File: src/rtl/hilo_pkg.sv
// Shared definitions for the HI/LO multiply/divide unit.
package hilo_pkg;

    // Operation encodings as issued by EX
    localparam logic [1:0] OP_MULT  = 2'b00;
    localparam logic [1:0] OP_MULTU = 2'b01;
    localparam logic [1:0] OP_DIV   = 2'b10;
    localparam logic [1:0] OP_DIVU  = 2'b11;

    // Control FSM states
    typedef enum logic [1:0] {
        IDLE   = 2'd0,
        CALC   = 2'd1,
        FINISH = 2'd2
    } hilo_state_t;

    // LO after a divide by zero is all ones; replicated to WIDTH at the use site
    localparam logic DIV0_LO_FILL = 1'b1;

endpackage

File: src/rtl/hilo_iter_core.sv
// Unsigned iterative datapath: LSB-first shift-add multiply and restoring
// divide, one bit per step, sharing a single 2*WIDTH accumulator.
module hilo_iter_core
    import hilo_pkg::*;
#(
    parameter int WIDTH = 32
) (
    input  logic             clk,
    input  logic             rst,
    input  logic             i_start,
    input  logic             i_step,
    input  logic             i_is_div,
    input  logic [WIDTH-1:0] i_a,
    input  logic [WIDTH-1:0] i_b,
    output logic [WIDTH-1:0] o_hi,
    output logic [WIDTH-1:0] o_lo
);

    logic [2*WIDTH-1:0] r_acc;
    logic [WIDTH-1:0]   r_b;
    logic               r_is_div;

    logic [WIDTH:0]     w_mul_sum;
    logic [2*WIDTH-1:0] w_mul_next;
    logic [WIDTH:0]     w_div_top;
    logic [WIDTH:0]     w_trial;
    logic [2*WIDTH-1:0] w_div_next;

    // Next accumulator value for one multiply step and one divide step
    always_comb begin
        // Multiply: add multiplicand into the upper half when the current
        // multiplier bit is set, then shift the whole accumulator right.
        w_mul_sum  = {1'b0, r_acc[2*WIDTH-1:WIDTH]} + (r_acc[0] ? {1'b0, r_b} : '0);
        w_mul_next = {w_mul_sum, r_acc[WIDTH-1:1]};
        // Divide: shift left by one, trial-subtract the divisor from the
        // partial remainder (WIDTH+1 bits so the shifted-out MSB is kept).
        // The trial sign bit is clear exactly when the subtraction fits.
        w_div_top  = r_acc[2*WIDTH-1:WIDTH-1];
        w_trial    = w_div_top - {1'b0, r_b};
        if (!w_trial[WIDTH])
            w_div_next = {w_trial[WIDTH-1:0], r_acc[WIDTH-2:0], 1'b1};
        else
            w_div_next = {r_acc[2*WIDTH-2:0], 1'b0};
    end

    // Accumulator load on start, iterate on step
    always_ff @(posedge clk or negedge rst) begin
        if (!rst) begin
            r_acc    <= '0;
            r_b      <= '0;
            r_is_div <= 1'b0;
        end else if (i_start) begin
            // Multiplier (or dividend) sits in the low half; divisor/multiplicand held apart
            r_acc    <= {{WIDTH{1'b0}}, i_is_div ? i_a : i_b};
            r_b      <= i_is_div ? i_b : i_a;
            r_is_div <= i_is_div;
        end else if (i_step) begin
            r_acc    <= r_is_div ? w_div_next : w_mul_next;
        end
    end

    // Multiply: {hi,lo} = product. Divide: hi = remainder, lo = quotient.
    assign o_hi = r_acc[2*WIDTH-1:WIDTH];
    assign o_lo = r_acc[WIDTH-1:0];

endmodule

File: src/rtl/hilo_muldiv.sv
// HI/LO unit: control FSM, operand sign handling, MTHI/MTLO override
// tracking and the architectural HI/LO registers.
module hilo_muldiv
    import hilo_pkg::*;
#(
    parameter  int WIDTH = 32,
    localparam int CNT_W = $clog2(WIDTH + 1)
) (
    input  logic             clk,
    input  logic             rst,
    input  logic             op_valid,
    input  logic [1:0]       op_code,
    input  logic [WIDTH-1:0] op_a,
    input  logic [WIDTH-1:0] op_b,
    output logic             op_ready,
    input  logic             cancel,
    input  logic             hi_we,
    input  logic             lo_we,
    input  logic [WIDTH-1:0] hi_wdata,
    input  logic [WIDTH-1:0] lo_wdata,
    output logic [WIDTH-1:0] hi_out,
    output logic [WIDTH-1:0] lo_out,
    output logic             busy,
    output logic             done
);

    hilo_state_t r_state, w_state_nxt;

    logic [CNT_W-1:0] r_cnt;
    logic             r_is_div;
    logic             r_neg_q;    // product / quotient must be negated
    logic             r_neg_r;    // remainder must be negated (dividend was negative)
    logic             r_div0;
    logic             r_ovr_hi;
    logic             r_ovr_lo;
    logic [WIDTH-1:0] r_hi;
    logic [WIDTH-1:0] r_lo;
    logic             r_done;

    logic             w_signed;
    logic             w_is_div;
    logic [WIDTH-1:0] w_abs_a;
    logic [WIDTH-1:0] w_abs_b;
    logic             w_accept;
    logic             w_step;
    logic             w_commit;
    logic             w_in_flight;
    logic [WIDTH-1:0] w_core_hi;
    logic [WIDTH-1:0] w_core_lo;
    logic [2*WIDTH-1:0] w_prod;
    logic [WIDTH-1:0] w_res_hi;
    logic [WIDTH-1:0] w_res_lo;

    // Operand decode and magnitude extraction for the unsigned core
    always_comb begin
        w_is_div = op_code[1];
        w_signed = ~op_code[0];
        w_abs_a  = (w_signed && op_a[WIDTH-1]) ? -op_a : op_a;
        w_abs_b  = (w_signed && op_b[WIDTH-1]) ? -op_b : op_b;
    end

    assign w_in_flight = (r_state == CALC) || (r_state == FINISH);
    assign w_accept    = (r_state == IDLE) && op_valid && !cancel;
    assign w_step      = (r_state == CALC) && !cancel;
    assign w_commit    = (r_state == FINISH) && !cancel;

    hilo_iter_core #(.WIDTH(WIDTH)) u_core (
        .clk      (clk),
        .rst      (rst),
        .i_start  (w_accept),
        .i_step   (w_step),
        .i_is_div (w_is_div),
        .i_a      (w_abs_a),
        .i_b      (w_abs_b),
        .o_hi     (w_core_hi),
        .o_lo     (w_core_lo)
    );

    // Sign correction of the unsigned core result; most-negative / -1
    // wraps to {HI=0, LO=most-negative} without a special case.
    always_comb begin
        w_prod   = {w_core_hi, w_core_lo};
        w_res_hi = w_core_hi;
        w_res_lo = w_core_lo;
        if (r_is_div) begin
            w_res_hi = r_neg_r ? -w_core_hi : w_core_hi;
            if (r_div0)
                w_res_lo = {WIDTH{DIV0_LO_FILL}};
            else
                w_res_lo = r_neg_q ? -w_core_lo : w_core_lo;
        end else if (r_neg_q) begin
            {w_res_hi, w_res_lo} = -w_prod;
        end
    end

    // State register
    always_ff @(posedge clk or negedge rst) begin
        if (!rst) r_state <= IDLE;
        else      r_state <= w_state_nxt;
    end

    // Next-state logic; cancel aborts from any in-flight state
    always_comb begin
        w_state_nxt = r_state;
        case (r_state)
            IDLE:    if (w_accept) w_state_nxt = CALC;
            CALC: begin
                if (cancel)                              w_state_nxt = IDLE;
                else if (r_cnt == CNT_W'(WIDTH - 1))     w_state_nxt = FINISH;
            end
            FINISH:  w_state_nxt = IDLE;
            default: w_state_nxt = IDLE;
        endcase
    end

    // Per-operation context: counter, result sign flags, op type
    always_ff @(posedge clk or negedge rst) begin
        if (!rst) begin
            r_cnt    <= '0;
            r_is_div <= 1'b0;
            r_neg_q  <= 1'b0;
            r_neg_r  <= 1'b0;
            r_div0   <= 1'b0;
        end else if (w_accept) begin
            r_cnt    <= '0;
            r_is_div <= w_is_div;
            r_neg_q  <= w_signed && (op_a[WIDTH-1] ^ op_b[WIDTH-1]);
            r_neg_r  <= w_signed && op_a[WIDTH-1];
            r_div0   <= w_is_div && (op_b == '0);
        end else if (w_step) begin
            r_cnt    <= r_cnt + 1'b1;
        end
    end

    // Override flags: a direct write while in flight makes FINISH skip that half
    always_ff @(posedge clk or negedge rst) begin
        if (!rst) begin
            r_ovr_hi <= 1'b0;
            r_ovr_lo <= 1'b0;
        end else if (w_accept) begin
            r_ovr_hi <= 1'b0;
            r_ovr_lo <= 1'b0;
        end else if (w_in_flight) begin
            if (hi_we) r_ovr_hi <= 1'b1;
            if (lo_we) r_ovr_lo <= 1'b1;
        end
    end

    // HI/LO registers: direct write beats the computed value in the same cycle
    always_ff @(posedge clk or negedge rst) begin
        if (!rst) begin
            r_hi <= '0;
            r_lo <= '0;
        end else begin
            if (hi_we)                     r_hi <= hi_wdata;
            else if (w_commit && !r_ovr_hi) r_hi <= w_res_hi;
            if (lo_we)                     r_lo <= lo_wdata;
            else if (w_commit && !r_ovr_lo) r_lo <= w_res_lo;
        end
    end

    // Completion pulse in the cycle after HI/LO take the result
    always_ff @(posedge clk or negedge rst) begin
        if (!rst) r_done <= 1'b0;
        else      r_done <= w_commit;
    end

    assign op_ready = (r_state == IDLE);
    assign busy     = w_in_flight;
    assign done     = r_done;
    assign hi_out   = r_hi;
    assign lo_out   = r_lo;

endmodule

File: config.mk
export PLATFORM = sky130hd
export DESIGN_NAME = hilo_muldiv
export DESIGN_NICKNAME = d
export VERILOG_FILES = /design/src/rtl/hilo_pkg.sv /design/src/rtl/hilo_iter_core.sv /design/src/rtl/hilo_muldiv.sv
export SDC_FILE = /design/constraint.sdc
export NUM_CORES = 1
export LEC_CHECK = 0
export CAP_MARGIN = 25
export CORE_AREA = 2 2 172 174
export CTS_CLUSTER_DIAMETER = 60
export DETAILED_ROUTE_END_ITERATION = 10
export DIE_AREA = 0 0 174 176
export GPL_TIMING_DRIVEN = 0
export PLACE_DENSITY = 0.79
export SLEW_MARGIN = 25
export SYNTH_ARGS = -nofsm -noshare
export SYNTH_HDL_FRONTEND = slang
export SYNTH_SLANG_ARGS = --single-unit
File: constraint.sdc
create_clock -name clk -period 4.1 [get_ports clk]
set_clock_uncertainty 0.1 [all_clocks]
set_input_delay 0.41 -clock clk [delete_from_list [all_inputs] [get_ports clk]]
set_output_delay 0.41 -clock clk [all_outputs]
set_load 0.005 [all_outputs]
==> flow_summary.json <==
{
  "status": "complete, no violations",
  "synthMuxAreaShare": 0.0454,
  "ys_ff_latch": 175,
  "initial_core_util": 0.510,
  "core-area_um2": 28500,
  "grt_pass1_vias": 14700,
  "syn2layout_area_growth_pct": 22.6,
  "drc_errors": 0,
  "hp-class": "flop to flop",
  "top_layer_used": "met4",
  "synth-compound-area-share": 0.274,
  "synth_top_area_share": 0.301,
  "p_per_area_nw_per_um2": 787,
  "die_area_um2": 30600,
  "cts_max_level": 4,
  "ant_nets": 0,
  "ys_warn_count": 0,
  "maxCapViolCount": 0,
  "synth-edff-count": 0,
  "clk_latency_ns": 0.45,
  "synthTopCellsByArea": "dfrtp_1 (30%), xnor2_1 (6.8%), a21oi_1 (6.5%)",
  "num_io_pins": 203,
  "yosys.area_share.simple": 0.167,
  "synth_top_family_by_area": "compound AO/OA/AOI/OAI gates",
  "worstMarginPinSlew_ns": 1.06,
  "gr-total-overflow": 0,
  "clockBufferDepth": 2,
  "drtIter0Drc": 1717,
  "worstPathRequired_ns": 4.38,
  "hp-start": "hi_out[9]$_DFFE_PN0P_",
  "fmax_ghz": 0.248,
  "synth_xor_area_frac": 0.105,
  "ir_worst_vdd_v": 0.000347,
  "synth_area_um2": 14600,
  "arrival_ns": 4.31,
  "final-setup-viol-count": 0,
  "insertedDiodeCount": 0,
  "wirelength_um": 51800,
  "power.leakage_nw": 7.57,
  "yosysMostFrequentCell": "nor2_1",
  "routabilityCongestion": 0.988,
  "hpwl_um": 40700,
  "antenna_found_initial": 0,
  "wl_met3_um": 4290,
  "path_clk_slew_ns": 0.07,
  "wl_met2_um": 24100,
  "synthFlopType": "dfrtp_1",
  "drive_above_1_share": 0.0389,
  "row_count": 62,
  "grt_first_pass_wirelength_um": 80000,
  "portBuffers": 201,
  "synth_fp_nets": 2055,
  "die_x_um": 174,
  "yosysSeqAreaShare": 0.301,
  "ff2ff_setup_slack_ns": 0.08,
  "routedLengthMet1_um": 21100,
  "synth_adder_area_share": 0.0646,
  "worst_r2r_endpoint": "u_core.r_acc[62]$_DFFE_PN0P_",
  "critPathMaxFanout": 10,
  "async_flop_share": 1.00,
  "first_pass_iters": 6,
  "critPathLaunchType": "flop",
  "yosys.cell_types.count": 66,
  "instances_no_fill": 2468,
  "holdPathStages": 2,
  "fin_crit_ns": 4.02,
  "end_kind": "flop",
  "numPlacedInstances": 2431,
  "hold_end": "hi_out[9]$_DFFE_PN0P_",
  "holdWs_ns": 0.387,
  "fp.dieH_um": 176,
  "r2r_start": "u_core.r_acc[0]$_DFFE_PN0P_",
  "cts_buffers": 17,
  "synth_top_cell_by_area": "dfrtp_1",
  "via_count": 15400,
  "critPathKind": "flop to flop",
  "cts_root_buf": "clkbuf_16",
  "syn_inst": 1845,
  "post-route-period-util": 0.982,
  "reg2regPathDepth": 16,
  "avgSynthCellArea_um2": 7.89,
  "layout.nets": 2283,
  "grt_max_degree": 92,
  "wire_per_inst_um": 21.0,
  "relSlewSlack": 0.295,
  "viasPerCell": 6.24,
  "finalHoldViolCount": 0,
  "ys_top_cells_by_count": "nor2_1 (219), a21oi_1 (189), dfrtp_1 (175)",
  "cts_tree": "built",
  "slew_viol_final": 0,
  "cts.sinks": 175,
  "grt_usage": 0.331
}
worst max-delay path by stage:
| stage | start | end | slack [ns] | cells after the start |
|---|---|---|---|---|
| 5_1_grt | u_core.r_acc[0]$_DFFE_PN0P_ | u_core.r_acc[62]$_DFFE_PN0P_ | -0.01 | 16 |
| 6_report | u_core.r_acc[0]$_DFFE_PN0P_ | u_core.r_acc[62]$_DFFE_PN0P_ | 0.08 | 16 |
| 4_1_cts | u_core.r_acc[0]$_DFFE_PN0P_ | u_core.r_acc[62]$_DFFE_PN0P_ | 0.02 | 15 |
| 2_1_floorplan | u_core.r_acc[0]$_DFFE_PN0P_ | u_core.r_acc[62]$_DFFE_PN0P_ | 0.13 | 15 |
| 3_5_place_dp | u_core.r_acc[31]$_DFFE_PN0P_ | u_core.r_acc[35]$_DFFE_PN0P_ | -0.94 | 15 |
| 3_3_place_gp | rst | lo_out[17]$_DFFE_PN0P_ | -4.85 | 1 |
where the power goes:
group / internal [W] / total, W / leakage (nW) / switching, W
Sequential: 0.00245 / 0.00327 / 2.16 / 0.000823
Clock: 0.000983 / 0.00170 / 0.284 / 0.000721
Combinational: 0.00383 / 0.00907 / 5.13 / 0.00524
cell usage in the layout, fill, tap and decap left out, types with 8 or more instances in the layout:
cell	synthesis	layout
xor2_1	62	62
mux2i_1	66	66
nor3_1	28	28
a21o_1	48	48
a211oi_1	9	8
o41ai_1	12	12
xnor2_1	113	112
clkbuf_16	0	17
o21ai_1	10	11
nand2_1	157	157
o21ai_0	160	159
or3_1	10	10
a31oi_1	26	24
buf_4	0	8
o211ai_1	47	47
clkdlybuf4s50_1	0	200
a21oi_1	189	188
dfrtp_1	175	172
nand3_1	17	17
o22ai_1	49	49
nand4_1	9	9
clkbuf_1	96	92
nor2_1	219	218
a22oi_1	24	24
inv_1	60	59
nor2b_1	20	20
ha_1	72	69
and2_1	9	9
nand2b_1	27	27
o31ai_1	19	18
nor4_1	13	13
metal layers:
layer | global-route usage | up-vias
met2 | 0.549 | 857
met4 | 0.154 | 0
li1 | - | 7109
met5 | 0 | -
met3 | 0.0472 | 136
met1 | 0.431 | 7290
state kept, by name, summed over array words and instances, names as in the netlist:
signal	count
r_ovr_hi	1
u_core.r_acc	64
r_div0	1
r_ovr_lo	1
u_core.r_b	32
lo_out	32
r_neg_r	1
u_core.r_is_div	1
r_state	2
done	1
hi_out	32
r_neg_q	1
r_cnt	6
through the flow:
| stage | setup WS (ns) | TNS [ns] | cell area, um^2 | util | total power, W |
|---|---|---|---|---|---|
| floorplan | 0.126 | 0 | 14600 | - | 0.00914 |
| global placement | -4.85 | -865.60 | 17100 | 0.598 | 0.0117 |
| detailed placement | -0.937 | -21.68 | 17100 | 0.599 | 0.0120 |
| CTS | 0.0175 | 0 | 17800 | 0.623 | 0.0138 |
| global route | -0.0146 | -0.0146 | 17900 | 0.626 | 0.0150 |
| finish | 0.0752 | 0 | 17900 | 0.626 | 0.0141 |
cell families (layout without fill, tap and decap cells):
kind of cell,after synthesis,count (layout)
adders and majority gates,74,74
buffers and inverters,166,405
DFF,175,175
and+or+nand+nor,542,542
xor gates and xnor gates,175,175
AOI/OAI and AO/OA,647,647
muxes,66,66
worst max-delay path, stage by stage (launching register included):
cell	delay [ns]
dfrtp_2	0.44
inv_4	0.13
buf_6	0.16
nor2_1	0.07
ha_2	0.31
a2111oi_2	0.34
nor3_1	0.11
a221oi_2	0.25
buf_4	0.17
o2bb2ai_4	0.15
a41oi_4	0.19
a31o_2	0.31
a311o_1	0.37
a211o_1	0.30
a31oi_2	0.20
mux2i_1	0.20
a32o_1	0.17
area by class of cell:
| cell class | instances | area [um^2] |
|---|---|---|
| fillers | 2575 | 10700 |
| well taps | 384 | 480 |
| flip-flops and latches | 175 | 4380 |
| multi-input cells | 1504 | 9640 |
| inverters | 62 | 235 |
| plain buffers | 103 | 415 |
| clock inverters | 10 | 136 |
| clock buffers | 20 | 457 |
| repair buffers | 210 | 2110 |
timing repair:
item                                    4_1_cts  5_1_grt
setup buffers                                 4        3
pin swaps                                     2        5
endpoints found under the hold margin        84        0
endpoints found under the setup margin       33       22
resized for setup                            20       15
hold buffers                                  1        0
(Power assumes the default switching activity.)
==> RTL edit: new RTL, same flow settings <==
Re-encode `hilo_state_t` (3 states) as one-hot, 3 bits wide.
--- a/src/rtl/hilo_pkg.sv
+++ b/src/rtl/hilo_pkg.sv
@@ -8,10 +8,10 @@
     localparam logic [1:0] OP_DIVU  = 2'b11;
 
     // Control FSM states
-    typedef enum logic [1:0] {
-        IDLE   = 2'd0,
-        CALC   = 2'd1,
-        FINISH = 2'd2
+    typedef enum logic [2:0] {
+        IDLE   = 3'b001,
+        CALC   = 3'b010,
+        FINISH = 3'b100
     } hilo_state_t;
 
     // LO after a divide by zero is all ones; replicated to WIDTH at the use site
Function: no difference found for any inputs over 4 cycles, from zero or initial values and one cycle with rst low; so few cycles prove little.
==> RTL edit against the unedited design <==
Core utilization up 1.7 points; design area up 2.7%; setup slack improved by 0.031 ns; synthesized area increased by 3.5%; non-clock buffer count is 5 higher; critical endpoint is now hi_out[9]; sequential cell count is 1 higher; wire length grew 6.2%.
Power is not compared: it rests on default switching activity, and its combinational part moved more than twofold at a synthesized area within 25%.
==> RTL edit: results (changes against the unedited design) <==
INFO  routing        drtPass1Iterations=7 [was 6]
INFO  synthesis      mappedNetlistNets=2137 [was 2055]
INFO  layout         clockBufferCount=21 [was 20]
INFO  worst_setup_path r2r.worst_path.cells=10 [was 16]
INFO  global_route   grt_max_degree=79 [was 92]
INFO  placement      place.gp.congestion=1.03 [was 0.988]
INFO  placement      io_buffers=200 [was 201]
INFO  layout         final-instance-count-excl-fill=2553 [was 2468]
INFO  worst_setup_path cp_max_fo=8 [was 10]
INFO  layout         area.share.sequential=24.0% [was 24.5%]
INFO  synthesis      cell_types_occupying_the_most_area_after_synthesis=sky130_fd_sc_hd__dfrtp_1 29%, sky130_fd_sc_hd__a21oi_1 6.8%, sky130_fd_sc_hd__o21ai_0 6.3% [was sky130_fd_sc_hd__dfrtp_1 30%, sky130_fd_sc_hd__xnor2_1 6.8%, sky130_fd_sc_hd__a21oi_1 6.5%]
INFO  global_route   via_count_of_the_first_global_routing_pass=15300 [was 14700]
INFO  layout         layout.nonclk_buf_share=13.9% [was 14.1%]
INFO  placement      placed_cells=2516 [was 2431]
INFO  cts            post_cts_buffers=0 [was 4]
INFO  synthesis      syn_inst=1930 [was 1845]
INFO  layout         num-multi-input-gates=1578 [was 1504]
INFO  worst_setup_path rr_startpoint=u_core.r_acc[23] [was u_core.r_acc[0]]
INFO  worst_setup_path destination_of_the_critical_timing_path=hi_out[9] [was u_core.r_acc[62]]
INFO  worst_setup_path worstPathArrival=4.21ns [was 4.31 ns]
INFO  routing        drt_iter0_drc=1592 [was 1717]
INFO  layout         diodes=1 [was 0]
INFO  synthesis      most_numerous_cell_types_in_the_synthesized_netlist=204 x sky130_fd_sc_hd__a21oi_1, 195 x sky130_fd_sc_hd__nor2_1, 189 x sky130_fd_sc_hd__nand2_1, 189 x sky130_fd_sc_hd__o21ai_0, 175 x sky130_fd_sc_hd__dfrtp_1 [was 219 x sky130_fd_sc_hd__nor2_1, 189 x sky130_fd_sc_hd__a21oi_1, 175 x sky130_fd_sc_hd__dfrtp_1, 160 x sky130_fd_sc_hd__o21ai_0, 157 x sky130_fd_sc_hd__nand2_1]
INFO  run_status     status=completed [unchanged]
INFO  global_route   grt_first_pass_wirelength=86400um [was 80000 um]
INFO  layout         layout.filler_cells=2548 [was 2575]
INFO  global_route   aggregate_global_route_resource_usage=35.8% [was 33.1%]
INFO  layout         non_cts_buffers=318 [was 313]
INFO  placement      place.detailed.hpwl=43400um [was 40700 um]
INFO  routing        wl_per_cell=21.6um [was 21.0 um]
INFO  synthesis      ys_ff_latch=176 [was 175]
INFO  routing        vias_per_cell=6.31 [was 6.24]
INFO  layout         clockNetworkAreaShare=3.25% [was 3.32%]
## RTL edit: where the power goes
part	leakage [uW]	internal (uW)	switching [uW]
sequential	0.00219	2020	301
combinational	0.00517	1310	1810
clock	0.000288	870	804
## RTL edit: through the flow
stage | setup WS (ns) | instance area (um2) | hold WS [ns] | power, uW
floorplan | 0.499 | 15100 | 0.0144 | 4240
global placement | -4.84 | 17600 | 0.355 | 5300
detailed placement | -0.483 | 17600 | 0.206 | 5370
CTS | 0.000739 | 18300 | 0.332 | 7040
global route | -0.0127 | 18300 | 0.355 | 7510
finish | 0.107 | 18300 | 0.316 | 7110
## RTL edit: worst max-delay path: stages (launching register included)
cell and delay, ns:
sky130_fd_sc_hd__dfrtp_1 0.36, sky130_fd_sc_hd__clkbuf_1 0.21, sky130_fd_sc_hd__or4_4 0.49, sky130_fd_sc_hd__nor4_1 0.27
sky130_fd_sc_hd__or2b_2 0.40, sky130_fd_sc_hd__nor4_1 0.84, sky130_fd_sc_hd__nor2_1 0.36, sky130_fd_sc_hd__nor2b_2 0.27
sky130_fd_sc_hd__a21oi_1 0.11, sky130_fd_sc_hd__xnor2_1 0.33, sky130_fd_sc_hd__a21oi_1 0.11
## RTL edit: metal layers
metal | up-vias | part of all wire, % | global-route usage, %
met5 | - | 0 | 0
met4 | 0 | 2.6 | 10.3
met3 | 100 | 8.5 | 5.60
met2 | 776 | 46 | 58.7
met1 | 7751 | 43 | 49.1
li1 | 7493 | - | -
## RTL edit: cells by family after synthesis
| group | synth area share [%] |
|---|---|
| xor+xnor | 9.93 |
| compound gates | 28.1 |
| buf+inv | 4.43 |
| simple gates | 18.3 |
| flops | 29.2 |
| mux | 4.00 |
| fa+ha+maj | 5.99 |
